### config.mk
export PLATFORM = sky130hd
export DESIGN_NAME = trdb_branch_map
export DESIGN_NICKNAME = d
export VERILOG_FILES = /design/src/rtl/trdb_branch_map.sv
export SDC_FILE = /design/constraint.sdc
export NUM_CORES = 1
export LEC_CHECK = 0
export CORE_MARGIN = 2
export CORE_UTILIZATION = 49
export CTS_CLUSTER_DIAMETER = 100
export DETAILED_ROUTE_END_ITERATION = 8
export PLACE_DENSITY_LB_ADDON = 0.25
export SLEW_MARGIN = 10
export SYNTH_ARGS = -nofsm -noshare
export SYNTH_HDL_FRONTEND = slang
export SYNTH_SLANG_ARGS = --single-unit
### constraint.sdc
create_clock -name clk_i -period 2.4 [get_ports clk_i]
set_input_delay 0.48 -clock clk_i [delete_from_list [all_inputs] [get_ports clk_i]]
set_output_delay 0.48 -clock clk_i [all_outputs]
set_load 0.03 [all_outputs]
### src/rtl/trdb_branch_map.sv
// E-Trace branch map: records taken/not-taken outcomes of retired conditional branches,
// one bit per branch, until the packet emitter flushes it.
module trdb_branch_map #(
  parameter int unsigned BMAP_LEN = 31,
  parameter int unsigned CNT_LEN  = $clog2(BMAP_LEN + 1)
) (
  input  logic                clk_i,
  input  logic                rst_ni,
  input  logic                valid_i,
  input  logic                branch_i,
  input  logic                branch_taken_i,
  input  logic                flush_i,
  output logic [BMAP_LEN-1:0] map_o,
  output logic [CNT_LEN-1:0]  branches_o,
  output logic                is_empty_o,
  output logic                is_full_o,
  output logic                overflow_o
);

  logic [BMAP_LEN-1:0] map_d, map_q;
  logic [CNT_LEN-1:0]  cnt_d, cnt_q;
  logic                ovf_d, ovf_q;
  logic                branch_ev;
  logic                full;

  assign branch_ev = valid_i & branch_i;
  assign full      = (cnt_q == CNT_LEN'(BMAP_LEN));

  always_comb begin
    map_d = map_q;
    cnt_d = cnt_q;
    ovf_d = ovf_q;
    if (flush_i) begin
      // Consumer sampled the old map this cycle, so a coincident branch starts the new map.
      map_d = '0;
      cnt_d = '0;
      ovf_d = 1'b0;
      if (branch_ev) begin
        map_d[0] = ~branch_taken_i;
        cnt_d    = CNT_LEN'(1);
      end
    end else if (branch_ev) begin
      if (full) begin
        ovf_d = 1'b1;
      end else begin
        for (int unsigned k = 0; k < BMAP_LEN; k++) begin
          if (cnt_q == CNT_LEN'(k)) map_d[k] = ~branch_taken_i;
        end
        cnt_d = cnt_q + CNT_LEN'(1);
      end
    end
  end

  always_ff @(posedge clk_i or negedge rst_ni) begin
    if (!rst_ni) begin
      map_q <= '0;
      cnt_q <= '0;
      ovf_q <= 1'b0;
    end else begin
      map_q <= map_d;
      cnt_q <= cnt_d;
      ovf_q <= ovf_d;
    end
  end

  assign map_o      = map_q;
  assign branches_o = cnt_q;
  assign is_empty_o = (cnt_q == '0);
  assign is_full_o  = full;
  assign overflow_o = ovf_q;

endmodule

# Word level (Yosys, flattened, before mapping)
# Cells that the tools add are included.
# word_totals
regBits	37
latchBits	0
mem_bits_rw	0
rom_bits	0
out_inout_bits	39
elab_cells	177
mem_count	0
# op_classes
add_sub_neg	1
mul	0
div	0
n_lt_le_gt_ge	0
eq_ne	32
shifts	0
muxes	42
bitwise_logic	2
reduce_logical	67
# ops
cell	count
two-way mux 31 bit	3
AND reduction 3 bit	31
== test 5 bit, second input constant	16
nonzero test 2 bit	33
== test 5 x 4 -> 1 bit, second input constant	8
two-way mux 1 bit	36
== test 5 x 3 -> 1 bit, second input constant	4
two-way mux 5 bit	3
== test 5 x 2 -> 1 bit, second input constant	2
adder 5 x 1 -> 5 bit, second input constant	1
== test 5 x 1 -> 1 bit, second input constant	1
logical NOT 5 bit	1
AND reduction 2 bit	2
!= test 2 bit, second input constant	1
bitwise AND 1 bit	1
inverter 1 bit	1

# Logic depth before layout (Yosys ltp)
# depth
word_depth	5
ltp_mapped	7
ltp_nobuf	6

# Worst setup path before layout
# OpenSTA, ideal clock, no wires.
# synth_timing
path_type	flip-flop to flip-flop
from	register cnt_q[0] (netlist: branches_o[0])
to	register map_q[4] (netlist: map_o[4])
setup_ns	0.078
t_arrival_ns	2.273
slack_ns	0.049
stages_incl_launch_ff	8
n_path_buf	1
period_less_slack_ns	2.351
path_cell_list	dfrtp_1 > ha_1 > and3_1 > ha_1 > nand4b_1 > buf_2 > or3_1 > a21oi_1
# synth_via
elab_chain_len	3
elab_cells_between_ends	5
# synth_rtl
element	line	text
start, declared	21	logic [CNT_LEN-1:0] cnt_d, cnt_q;
start signal, assigned	61	cnt_q <= cnt_d;
== test 5 bit	27	assign full = (cnt_q == CNT_LEN'(BMAP_LEN));
via is_full_o	16	output logic is_full_o,
!= test 2 bit (no source line)	--	
AND reduction 3 bit (no source line)	--	
end signal, assigned	60	map_q <= map_d;
end, declared	20	logic [BMAP_LEN-1:0] map_d, map_q;
# The timed path passes the listed nets, and every way through them passes these cells.
# A chain may end at the register's enable or synchronous reset.

# Worst setup path in the final report
# layout_timing
from	register cnt_q[0] (netlist: branches_o[0])
to	output is_full_o
# layout_via
elab_chain_len	1
# layout_rtl
element	line
== test 5 bit	27
end, declared	16
# Every way passes these cells.

==> impl_metrics.py <==
metrics = {
    "outcome": {
        "status": "finished clean",
    },
    "timing": {
        "fin_ws_ps": 140,
        "slew_viol_final": 0,
        "worstMarginPinSlew_ps": 459,
        "hold_viol_final": 0,
        "tns_ps": 0,
        "clock_skew_ps": 6.04,
        "fmax_mhz": 443,
        "fin_crit_sh": 0.942,
        "hold_ws_ps": 520,
        "relSlewSlack": 0.694,
        "fin_crit_ps": 2260,
        "rsz0062_at_grt": "false",
        "setup-violations-final": 0,
    },
    "setup_path": {
        "cpMostUsedCell": "ha_1",
        "cp_data_required_time_ps": 1920,
        "path_class": "reg2out",
        "critPathArrivalTime_ps": 1780,
        "start_kind": "flip-flop",
        "critPathSlowestCell": "dfrtp_1",
        "cpPeakStageDelay_ps": 390,
        "critical-path-top-delay-family": "adder cells",
        "end_kind": "primary output",
        "worstPathCellList": "ha_1 > and3_1 > ha_1 > dlygate4sd2_1",
        "cp_max_fo": 10,
        "cp_num_buf_inv": 1,
    },
    "drt": {
        "top_layer": "met4",
        "wl_met2_um": 2170,
        "m1WireLength_um": 1980,
        "wire_per_inst_um": 15.3,
        "drtAntennaViolNets": 0,
        "route.met3.wl_um": 266,
        "wirelength_um": 4450,
        "num_vias": 1678,
        "vias_per_cell": 5.77,
        "drc": 0,
        "dr.pass1.iters": 4,
        "first_iter_violations": 156,
    },
    "cts": {
        "cts_buffers": 5,
        "cts_setup_buffers": 0,
        "cts-root-buf": "clkbuf_8",
        "clock_path_buffers": 2,
        "cts_tree": "built",
        "clkTransAtPathRegs_ps": 70,
        "cts.sink_count": 37,
        "h-tree-depth": 2,
        "insertion_delay_ps": 280,
    },
    "cells_and_area": {
        "seq_area_um2": 926,
        "drive_gt1_frac": 0.103,
        "mostFrequentLayoutCells": "clkdlybuf4s50_1 (42), dfrtp_1 (37), a21oi_1 (29)",
        "final_common_cell": "clkdlybuf4s50_1",
        "fillers": 282,
        "fin_nets": 255,
        "multi_input_area_um2": 856,
        "n_antenna_cell": 0,
        "area_growth_pct": 33.5,
        "final-instance-count-excl-fill": 291,
    },
    "floorplanning": {
        "start_util": 0.513,
        "fp.dieW_um": 65.9,
        "die_h_um": 65.9,
        "core.rowCount": 22,
        "die_area_um2": 4340,
        "ios": 45,
        "core_area_um2": 3660,
    },
    "min_path": {
        "hold_class": "reg2reg",
    },
    "synth": {
        "syn_inst": 192,
        "synthDistinctLibCells": 36,
        "seq_area_frac_synth": 0.493,
        "synth_area_um2": 1880,
        "synth-seq-cells": 37,
        "yosysWarnings": 0,
        "synth_area_per_cell_um2": 9.78,
        "syn-num-nets": 204,
    },
    "placed_design": {
        "portBuffers": 44,
        "gp_congestion": 0.875,
        "place_ws_ps": 172,
        "placed_cells": 284,
        "dp_hpwl_um": 3150,
    },
    "global_routing": {
        "gr-total-overflow": 0,
        "antenna_found_initial": 0,
        "grt_start_max_net_pins": 38,
        "grtUsageTotal": 0.233,
        "grt_first_pass_wirelength_um": 7690,
        "grt_pass1_vias": 1650,
    },
    "run": {
        "maxCapViolations": 0,
    },
    "power": {
        "worst_ir_drop_vdd_mv": 0.267,
        "power_mw": 1.20,
        "p_leak_nw": 1.02,
        "power_density_nw_per_um2": 478,
    },
}
-- worst min-delay path: cells and delay by family, from the launching register on --
family / cells / cell delay, ps
DFF: 1 / 350
and+or+nand+nor: 1 / 80
AOI/OAI and AO/OA: 1 / 50
-- worst paths after layout --
path | start | end | slack, ps | depth (start not counted)
worst max register to register | branches_o[0] | map_o[0] | 220 | 7
worst max-delay path | branches_o[0] | is_full_o | 140 | 4
max in group asynchronous | rst_ni | map_o[24] | 1460 | 2
worst min register to register | overflow_o | overflow_o | 520 | 2
min in group asynchronous | rst_ni | map_o[5] | 620 | 2
worst min-delay path | overflow_o | overflow_o | 520 | 2
-- kinds of logic after synthesis --
logic type	count (synthesis)	synth area share
buffers and inverters	20	0.0507
flip-flops	37	0.493
AND/OR/NAND/NOR	63	0.219
adder cells (fa/ha/maj)	6	0.0400
XOR/XNOR	1	0.00467
AO/OA/AOI/OAI	62	0.176
multiplexers	3	0.0160
-- cell type report --
class	count	share of cell area
flip-flops and latches	37	0.370
multi-input cells	135	0.342
repair buffers	60	0.224
clock buffers	7	0.0345
well taps	48	0.0240
inverters	4	0.00599
-- sequential cells by signal (all words and copies together), names as in the netlist --
register and cells:
map_o 31, branches_o 5, overflow_o 1
-- report_power, final --
group / leakage [nW] / internal, mW / switching (mW) / total [mW]
clock network: 0.0443 / 0.228 / 0.197 / 0.425
registers: 0.514 / 0.630 / 0.00470 / 0.634
logic: 0.458 / 0.0520 / 0.0874 / 0.139
total: 1.02 / 0.909 / 0.289 / 1.20
-- what timing repair did --
item                                    CTS  global route
resized for setup                         1             1
hold endpoints to repair                  0             0
endpoints found under the setup margin    1             1
hold buffers                              0             0
pin swaps                                 0             0
-- metal layers --
layer,track usage,up-vias
met4,0.0781,0
met5,0,-
li1,-,803
met1,0.306,820
met3,0.0511,4
met2,0.380,51
-- per-stage QoR --
| step | utilization | instance area [um^2] |
|---|---|---|
| final | 0.684 | 2500 |
| after global routing | 0.684 | 2500 |
| after CTS | 0.684 | 2500 |
| after detailed placement | 0.660 | 2420 |
| after global placement | 0.660 | 2420 |
| after floorplan | - | 1880 |
-- synthesized netlist by cell type, drive strengths merged --
master  number  area, um^2
nor3         1        5.00
o211ai       1        7.51
a31oi        1        6.26
a211oi       1        7.51
a21oi       29         145
ha           6        75.1
nor2b        1        6.26
and3         3        18.8
or2          1        6.26
and3b        1        8.76
nand2        4        15.0
buf          7        45.0
dfrtp       37         926
or4          3        22.5
nor2         4        15.0
nand3b       3        22.5
or3b         3        31.3
and2         1        6.26
or3         25         156
xnor2        1        8.76
inv          4        15.0
mux2i        3        30.0
nand2b       3        18.8
nand3        3        15.0
and4b        1        10.0
nand4b       5        43.8
o31ai        4        30.0
or4b         1        10.0
o41ai        1        8.76
clkbuf       9        35.0
o21ai       25         125
Note: power is estimated with default switching activity, not from simulation.
